$ cat config.mk
export PLATFORM = sky130hd
export DESIGN_NAME = pipeicache_ctrl
export DESIGN_NICKNAME = d
export VERILOG_FILES = /design/src/rtl/pipeicache_pkg.sv /design/src/rtl/pipeicache_array.sv /design/src/rtl/pipeicache_ctrl.sv
export SDC_FILE = /design/constraint.sdc
export NUM_CORES = 2
export LEC_CHECK = 0
export ABC_CLOCK_PERIOD_IN_PS = 25500
export CAP_MARGIN = 20
export CORE_MARGIN = 2
export CORE_UTILIZATION = 60
export CTS_CLUSTER_SIZE = 16
export DETAILED_ROUTE_END_ITERATION = 16
export GPL_ROUTABILITY_DRIVEN = 1
export GPL_TIMING_DRIVEN = 1
export HOLD_SLACK_MARGIN = 0.06
export PLACE_DENSITY = 0.81
export SLEW_MARGIN = 20
export SYNTH_ARGS = -nofsm -noshare
export SYNTH_HDL_FRONTEND = slang
export SYNTH_SLANG_ARGS = --single-unit
$ cat constraint.sdc
create_clock -name clock -period 25.5 [get_ports clock]
set_clock_uncertainty 0.15 [all_clocks]
set_input_delay 3.825 -clock clock [delete_from_list [all_inputs] [get_ports clock]]
set_output_delay 3.825 -clock clock [all_outputs]
set_load 0.02 [all_outputs]
$ cat src/rtl/pipeicache_pkg.sv
// Shared types and address-field helpers for the direct-mapped instruction cache.
package pipeicache_pkg;

  typedef enum logic [1:0] {
    IDLE  = 2'd0,
    FETCH = 2'd1,
    WAIT  = 2'd2
  } state_t;

  localparam int BLOCK_BYTES = 32;
  localparam int BLOCK_W     = 256;
  localparam int WORD_SEL_W  = 3;

  // Line index field, right-justified in 32 bits; callers size-cast it.
  function automatic logic [31:0] addr_index(input logic [31:0] a, input int index_w);
    return (a >> 5) & ((32'd1 << index_w) - 32'd1);
  endfunction

  // Tag field, right-justified in 32 bits; callers size-cast it.
  function automatic logic [31:0] addr_tag(input logic [31:0] a, input int index_w);
    return a >> (5 + index_w);
  endfunction

  // Word-within-block select; the byte offset bits are dropped.
  function automatic logic [WORD_SEL_W-1:0] addr_word(input logic [31:0] a);
    return WORD_SEL_W'(a >> 2);
  endfunction

  // Block-aligned address used for refill requests.
  function automatic logic [31:0] block_addr(input logic [31:0] a);
    return a & ~32'(BLOCK_BYTES - 1);
  endfunction

endpackage

$ cat src/rtl/pipeicache_array.sv
// Valid/tag/data storage: asynchronous read port, synchronous write port,
// flush clears every valid bit and wins over a same-cycle write.
module pipeicache_array
  import pipeicache_pkg::*;
#(
  parameter int LINES   = 8,
  parameter int INDEX_W = 3,
  parameter int TAG_W   = 24
) (
  input  logic               clock,
  input  logic               reset,
  input  logic               flush,
  input  logic [INDEX_W-1:0] rd_index,
  output logic               rd_valid,
  output logic [TAG_W-1:0]   rd_tag,
  output logic [BLOCK_W-1:0] rd_data,
  input  logic               wr_en,
  input  logic [INDEX_W-1:0] wr_index,
  input  logic [TAG_W-1:0]   wr_tag,
  input  logic [BLOCK_W-1:0] wr_data
);

  logic [LINES-1:0]   valid_q, valid_d;
  logic [TAG_W-1:0]   tag_q  [LINES];
  logic [BLOCK_W-1:0] data_q [LINES];

  // Next valid vector: flush clears all lines, otherwise a refill marks its line.
  always_comb begin
    valid_d = valid_q;
    if (flush)      valid_d = '0;
    else if (wr_en) valid_d[wr_index] = 1'b1;
  end

  // Valid bits are the only reset state.
  always_ff @(posedge clock or posedge reset) begin
    if (reset) valid_q <= '0;
    else       valid_q <= valid_d;
  end

  // Tag/data payload; no reset since valid gates every use.
  always_ff @(posedge clock) begin
    if (wr_en && !flush) begin
      tag_q[wr_index]  <= wr_tag;
      data_q[wr_index] <= wr_data;
    end
  end

  assign rd_valid = valid_q[rd_index];
  assign rd_tag   = tag_q[rd_index];
  assign rd_data  = data_q[rd_index];

endmodule

$ cat src/rtl/pipeicache_ctrl.sv
// Direct-mapped I-cache controller: combinational hit path, IDLE/FETCH/WAIT
// refill sequencer owning the instruction-memory en/addr.
// Optional ICACHE_PERF_EN adds hit_count/miss_count outputs.
module pipeicache_ctrl
  import pipeicache_pkg::*;
#(
  parameter int LINES   = 8,
  parameter int INDEX_W = $clog2(LINES),
  parameter int TAG_W   = 32 - 5 - INDEX_W
) (
  input  logic               clock,
  input  logic               reset,
  input  logic               cpu_req,
  input  logic [31:0]        cpu_addr,
  output logic [31:0]        cpu_inst,
  output logic               cpu_stall,
  input  logic               flush,
  output logic               mem_en,
  output logic [31:0]        mem_addr,
  input  logic               mem_ready,
  input  logic [BLOCK_W-1:0] mem_data
`ifdef ICACHE_PERF_EN
  ,
  output logic [31:0]        hit_count,
  output logic [31:0]        miss_count
`endif
);

  state_t state_q, state_d;
  logic        mem_en_q, mem_en_d;
  logic [31:0] mem_addr_q, mem_addr_d;

  logic [INDEX_W-1:0]            rd_index;
  logic [TAG_W-1:0]              cpu_tag, rd_tag;
  logic                          rd_valid, hit, wr_en;
  logic [BLOCK_W-1:0]            rd_data;
  logic [BLOCK_W/32-1:0][31:0]   line_words;

  assign rd_index   = INDEX_W'(addr_index(cpu_addr, INDEX_W));
  assign cpu_tag    = TAG_W'(addr_tag(cpu_addr, INDEX_W));
  assign hit        = cpu_req & rd_valid & (rd_tag == cpu_tag);
  assign line_words = rd_data;
  assign cpu_inst   = line_words[addr_word(cpu_addr)];
  assign cpu_stall  = (state_q == IDLE) ? (cpu_req & ~hit) : 1'b1;

  // A flush landing on the completion cycle suppresses the line write.
  assign wr_en = (state_q == WAIT) & mem_ready & ~flush;

  pipeicache_array #(
    .LINES  (LINES),
    .INDEX_W(INDEX_W),
    .TAG_W  (TAG_W)
  ) u_array (
    .clock   (clock),
    .reset   (reset),
    .flush   (flush),
    .rd_index(rd_index),
    .rd_valid(rd_valid),
    .rd_tag  (rd_tag),
    .rd_data (rd_data),
    .wr_en   (wr_en),
    .wr_index(INDEX_W'(addr_index(mem_addr_q, INDEX_W))),
    .wr_tag  (TAG_W'(addr_tag(mem_addr_q, INDEX_W))),
    .wr_data (mem_data)
  );

  // Next-state and next memory request; mem_addr doubles as the latched miss address.
  always_comb begin
    state_d    = state_q;
    mem_addr_d = mem_addr_q;
    case (state_q)
      IDLE: if (cpu_req && !hit) begin
        state_d    = FETCH;
        mem_addr_d = block_addr(cpu_addr);
      end
      FETCH:   state_d = WAIT;          // memory output is stale this cycle
      WAIT:    if (mem_ready) state_d = IDLE;
      default: state_d = IDLE;
    endcase
    if (flush && state_q != IDLE) state_d = IDLE;
    mem_en_d = (state_d != IDLE);
    if (state_d == IDLE) mem_addr_d = '0;
  end

  // FSM state and registered memory-interface outputs.
  always_ff @(posedge clock or posedge reset) begin
    if (reset) begin
      state_q    <= IDLE;
      mem_en_q   <= 1'b0;
      mem_addr_q <= '0;
    end else begin
      state_q    <= state_d;
      mem_en_q   <= mem_en_d;
      mem_addr_q <= mem_addr_d;
    end
  end

  assign mem_en   = mem_en_q;
  assign mem_addr = mem_addr_q;

`ifdef ICACHE_PERF_EN
  logic [31:0] hit_count_q, hit_count_d, miss_count_q, miss_count_d;

  // Counters wrap naturally and ignore flush.
  always_comb begin
    hit_count_d  = hit_count_q;
    miss_count_d = miss_count_q;
    if (state_q == IDLE && hit)        hit_count_d  = hit_count_q + 32'd1;
    if (state_q == IDLE && cpu_stall)  miss_count_d = miss_count_q + 32'd1;
  end

  // Performance counter registers.
  always_ff @(posedge clock or posedge reset) begin
    if (reset) begin
      hit_count_q  <= '0;
      miss_count_q <= '0;
    end else begin
      hit_count_q  <= hit_count_d;
      miss_count_q <= miss_count_d;
    end
  end

  assign hit_count  = hit_count_q;
  assign miss_count = miss_count_q;
`endif

endmodule

=== After elaboration in Yosys (flattened, before gate mapping) ===
Memories as Yosys holds them, arrays and structs flattened.
Cells that the tools add are included.

* Order comparisons: 4
* Equality and inequality tests: 3
* Reduce and logical (&&, ||, !) cells: 14
* Multiplexer cells: 18
* Bitwise logic cells: 8

{| class="wikitable"
|+ Operators with widths
! cell !! number
|-
| $mux W32 || 4
|-
| $bmux W32 S3 || 1
|-
| $eq A24 B24 Y1 || 1
|-
| $mux W8 || 2
|-
| $lt A3 B4 Y1 const B || 3
|-
| $reduce_bool A2 Y1 || 5
|-
| $or A8 B8 Y8 || 1
|-
| $mux W2 || 3
|-
| $pmux W2 S3 || 1
|-
| $and A1 B1 Y1 || 5
|-
| $mux W1 || 5
|-
| $logic_and A1 B1 Y1 || 4
|-
| $logic_not A2 Y1 || 2
|-
| $bmux W1 S3 || 1
|-
| $demux W1 S3 || 1
|-
| $ge A3 B1 Y1 const B || 1
|-
| $eq A2 B1 Y1 const B || 1
|-
| $eq A2 B2 Y1 const B || 1
|-
| $logic_not A1 Y1 || 2
|-
| $not A1 Y1 || 2
|-
| $reduce_and A2 Y1 || 1
|}

* Memories: 2
* Output and inout bits: 66
* Word-level logic and storage cells: 53
* Memory bits (writable): 2,240
* Bits in registers: 43

{| class="wikitable"
|+ Memory list
! name !! depth !! width !! rd ports !! clocked after memory_dff !! write ports !! line !! source
|-
| u_array.data_q || 8 || 256 || 1 || 0 || 1 || pipeicache_array.sv:25 || <nowiki>logic [BLOCK_W-1:0] data_q [LINES];</nowiki>
|-
| u_array.tag_q || 8 || 24 || 1 || 0 || 1 || pipeicache_array.sv:24 || <nowiki>logic [TAG_W-1:0] tag_q [LINES];</nowiki>
|}

=== Logic depth before layout (Yosys ltp) ===
* Depth in word-level cells: 12
* Gate-level depth with buffers: 11
* Depth with buffers taken out: 7

=== Hierarchy ===
From an unflattened synthesis, not the netlist that was laid out.

* Cell total of the unflattened synthesis: 3,510
* Area total of the unflattened synthesis: 87,551.5 sq um

{| class="wikitable"
|+ Modules (own cells, without submodules)
! module !! cells each !! area each (sq um) !! times used
|-
| pipeicache_array || 3,282 || 84,274.6 || 1
|-
| pipeicache_ctrl || 228 || 3,276.9 || 1
|}

=== Worst setup path before layout ===
OpenSTA, ideal clock, no wires.

* Path kind: input to register
* Start point: input flush
* End point: memory u_array.data_q[0][0] (enable)
* Path buffers: 0
* Cell stages on the path: 3
* Required time: 24.084 ns
* Slack: 0.906 ns
* Arrival: 23.178 ns
* Cell sequence: nor4b_1 > nand2b_1 > nor3_1

* Longest elaborated chain between the ends: 5
* Elaborated cells between the ends (all ways): 6
* Classes of those cells: 2 x mux; 2 x bitwise; 2 x reduce/logical

{| class="wikitable"
|+ Ends and longest elaborated chain
! what !! line !! source
|-
| start: declaration || pipeicache_ctrl.sv:17 || <nowiki>input logic flush,</nowiki>
|-
| $not A1 Y1 || pipeicache_ctrl.sv:47 || <nowiki>assign wr_en = (state_q == WAIT) & mem_ready & ~flush;</nowiki>
|-
| $and A1 B1 Y1 || pipeicache_ctrl.sv:47 ||
|-
| $logic_and A1 B1 Y1 * || pipeicache_array.sv:42 || <nowiki>if (wr_en && !flush) begin</nowiki>
|-
| $mux W1 * || pipeicache_array.sv:42 ||
|-
| $mux W1 (not written as such) * || pipeicache_array.sv:44 || <nowiki>data_q[wr_index] <= wr_data;</nowiki>
|-
| end: declaration || pipeicache_array.sv:25 ||
|}

Every way passes the cells marked *; elsewhere a longest branch is shown, timed or not.

=== Final worst setup path ===
* Start point: input cpu_addr[5]
* End point: output cpu_inst[28]

* Longest elaborated chain between the ends: 3

{| class="wikitable"
|+ Ends and longest elaborated chain
! what !! line !! source
|-
| start: declaration || pipeicache_ctrl.sv:14 || <nowiki>input logic [31:0] cpu_addr,</nowiki>
|-
| $mem_v2 Z8 W256 || n/a ||
|-
| $bmux W32 S3 || pipeicache_ctrl.sv:43 || <nowiki>assign cpu_inst = line_words[addr_word(cpu_addr)];</nowiki>
|-
| $mux W32 (not written as such) || pipeicache_ctrl.sv:43 ||
|-
| end: declaration || pipeicache_ctrl.sv:15 || <nowiki>output logic [31:0] cpu_inst,</nowiki>
|}

No other way between the ends. The select of a mux whose other input is x is not followed.

==> out/results.txt <==
Internal = 6090 µW
CTS max path bufs = 3
Vias in the first global route = 41.3k
Sw Ratio = 21.0%
Ys async rst share = 1.67%
Reg2reg path depth = 8
YS warnings = 0
Full die area = 148000 µm²
CTS H-tree depth = 4
Synth Cell Area = 86700 µm²
Reg2reg end = u_array.data_q[5][237]
Post-synthesis area per instance = 25.0 µm²
Pin count of the biggest net entering global routing = 142
Global-route wire length before repair = 289 mm
Clock sinks = 2278
CP Capture Type = output port
Crit-path max FO = 109
1st-pass router iterations = 5
Crit path kind = primary input to output port
Fmax = 0.0762 GHz
Fin. Hold Viols = 0
Levels on crit path = 8
Clock Power Share = 40.9%
Most frequent cells in the layout = 2240 x edfxtp_1, 688 x mux4_2, 345 x clkdlybuf4s50_1
Met1 wire length = 75.2 mm
Lkg Pwr = 0.0311 µW
Final Max Slew Viols = 0
DR top layer = met5
Tot Pwr = 7700 µW
R2R setup slack = 20.27 ns
Setup violators final = 0
CTS tree = built
Synth Register Bits = 2278
Die width = 384 µm
Post-synth EDFFs = 2240
R2r startpoint = state_q[1]
Clock latency on the worst-skew pair = 0.86 ns
PortBufs = 351
Reg power frac = 53.8%
Sequential fraction of the synthesis area = 78.6%
Vias/cell = 6.68
Starting Density = 60.5%
Crit-path cells = buf_8, buf_12, buf_12, buf_4, mux4_2, mux4_2, mux4_2, clkdlybuf4s50_1
Metal2 WL = 100 mm
Starting DRT DRC Count = 4996
Comb pwr share = 5.3%
Ports = 359
CP bufs+invs = 5
Synth top area share = 77.5%
WL/cell = 33.0 µm
Clock-pin slew on the worst setup and hold paths = 0.06 ns
Worst slew pin tran = 1.12 ns
Critical Path Slowest Stage Cell = buf_12
Most common flop cell mapped by yosys = edfxtp_1
Fin crit period = 13.12 ns
Routability Congestion = 0.801
PD cells = 77.4 nW/µm²
Dominant cell type by area after synthesis = edfxtp_1
Setup crit end = cpu_inst[28]
GRT Total Usage = 27.4%
CP Launch Type = primary input
Peak supply drop = 0.0733 mV
Placed Area = 92400 µm²
Cts repair resizes = 0
Status = finished clean
Slew HR = 25.4%
Place WS = 12.25 ns
Via count = 40.4k
Post-detail-place hpwl = 104 mm
Top cells by area, synth = edfxtp_1 78%, mux4_2 18%, dfrtp_1 1.1%
Core Rows = 139
RSZ-0062 raised after global routing = false
CP max stage delay = 0.75 ns
Area delta synth->final = 14.7%
Top Family by Delay on Critical Path = buffers and inverters
Cts bufs inserted = 216
Final #Nets = 4205
# Max-Cap Violations = 0
Root Driver = clkbuf_16
Share of cells above drive strength 1 = 26.5%
Total wire length = 199 mm
Number of distinct library cells after synthesis = 36
Hold WC Path Type = flop to flop
Placeable Area = 143000 µm²
Sw power = 1610 µW
Final core utilization = 69.4%
Final Cell Area = 99500 µm²
CP startpoint = cpu_addr[5]
Period utilization = 51.4%
GRT overflow = 0
Residual DRC = 0
Hold buffers post-CTS = 0
Antenna-violating nets left = 0
Synthesized netlist cell count = 3464
Cell repeated most along the worst path = mux4_2
Setup Buffers After CTS = 0
Die Ht = 384 µm
Critical Path RT = 21.53 ns
Initial antenna violation count = 60
Setup TNS = 0 ns
Critical Path AT = 9.14 ns
Post-route setup slack = 12.38 ns
Most common cell after layout, fill and taps aside = edfxtp_1
WL met3 = 18.2 mm
[synth_stat cells (13+ instances only)]
| cell type | n |
|---|---|
| nand2_1 | 48 |
| buf_1 | 17 |
| dfrtp_1 | 38 |
| o21ai_0 | 42 |
| clkbuf_1 | 46 |
| mux4_2 | 688 |
| edfxtp_1 | 2240 |
| mux2_2 | 16 |
| buf_4 | 19 |
| nor2_1 | 13 |
| nand3_1 | 31 |
| mux2i_1 | 59 |
| nor2b_1 | 13 |
| buf_2 | 98 |
[area by class of cell]
| type | count | area (µm²) |
|---|---|---|
| antenna | 41 | 103 |
| clock buffer | 278 | 5740 |
| clock inverter | 128 | 1290 |
| fill | 8067 | 44000 |
| inverter | 4 | 15.0 |
| multi-input combinational | 1000 | 17700 |
| sequential | 2278 | 68200 |
| tap | 1903 | 2380 |
| timing repair buffer | 412 | 4130 |
[power groups by stage]
stage	sequential, µW	clock, µW	combinational, µW
floorplan	4230	0	219
global placement	4220	0	394
detailed placement	4220	0	404
CTS	4140	3190	411
global route	4140	3320	431
finish	4140	3150	408
[sequential cells by signal, indices dropped and copies added, names as in the netlist]
signal and count:
mem_en 1, u_array.valid_q 8, mem_addr 27, u_array.tag_q 192, u_array.data_q 2048, state_q 2
[per-stage QoR]
stage	hold slack [ns]	std cells
2_1_floorplan	0.294	3468
3_3_place_gp	0.303	5597
3_5_place_dp	0.316	5597
4_1_cts	0.332	6003
5_1_grt	0.355	6035
6_report	0.332	6044
[how the worst min path moves through the flow]
stage | startpoint | to | slack [ns] | cells past startpoint
after floorplan | u_array.valid_q[2] | u_array.valid_q[2] | 0.29 | 1
after global placement | u_array.valid_q[2] | u_array.valid_q[2] | 0.30 | 1
after detailed placement | u_array.valid_q[4] | u_array.valid_q[4] | 0.32 | 1
final | u_array.valid_q[3] | u_array.valid_q[3] | 0.33 | 1
after global routing | u_array.valid_q[7] | u_array.valid_q[7] | 0.35 | 1
after CTS | u_array.valid_q[3] | u_array.valid_q[3] | 0.33 | 1
[metal layers]
metal,global-route usage (%),vias up
li1,-,16000
met1,38.5,21600
met2,43.3,2381
met3,6.16,342
met4,9.45,40
met5,0,-
[logic make-up (layout without fill, tap and decap cells)]
logic type | count (synthesis) | in the layout | share of synthesized area (%)
flip-flops | 2278 | 2278 | 78.6
multiplexers | 763 | 763 | 18.8
buffers and inverters | 190 | 822 | 1.10
AND/OR/NAND/NOR | 130 | 130 | 0.717
AO/OA/AOI/OAI | 88 | 88 | 0.643
XOR/XNOR | 14 | 14 | 0.141
other | 1 | 46 | 0.00432
(Power assumes the default switching activity.)
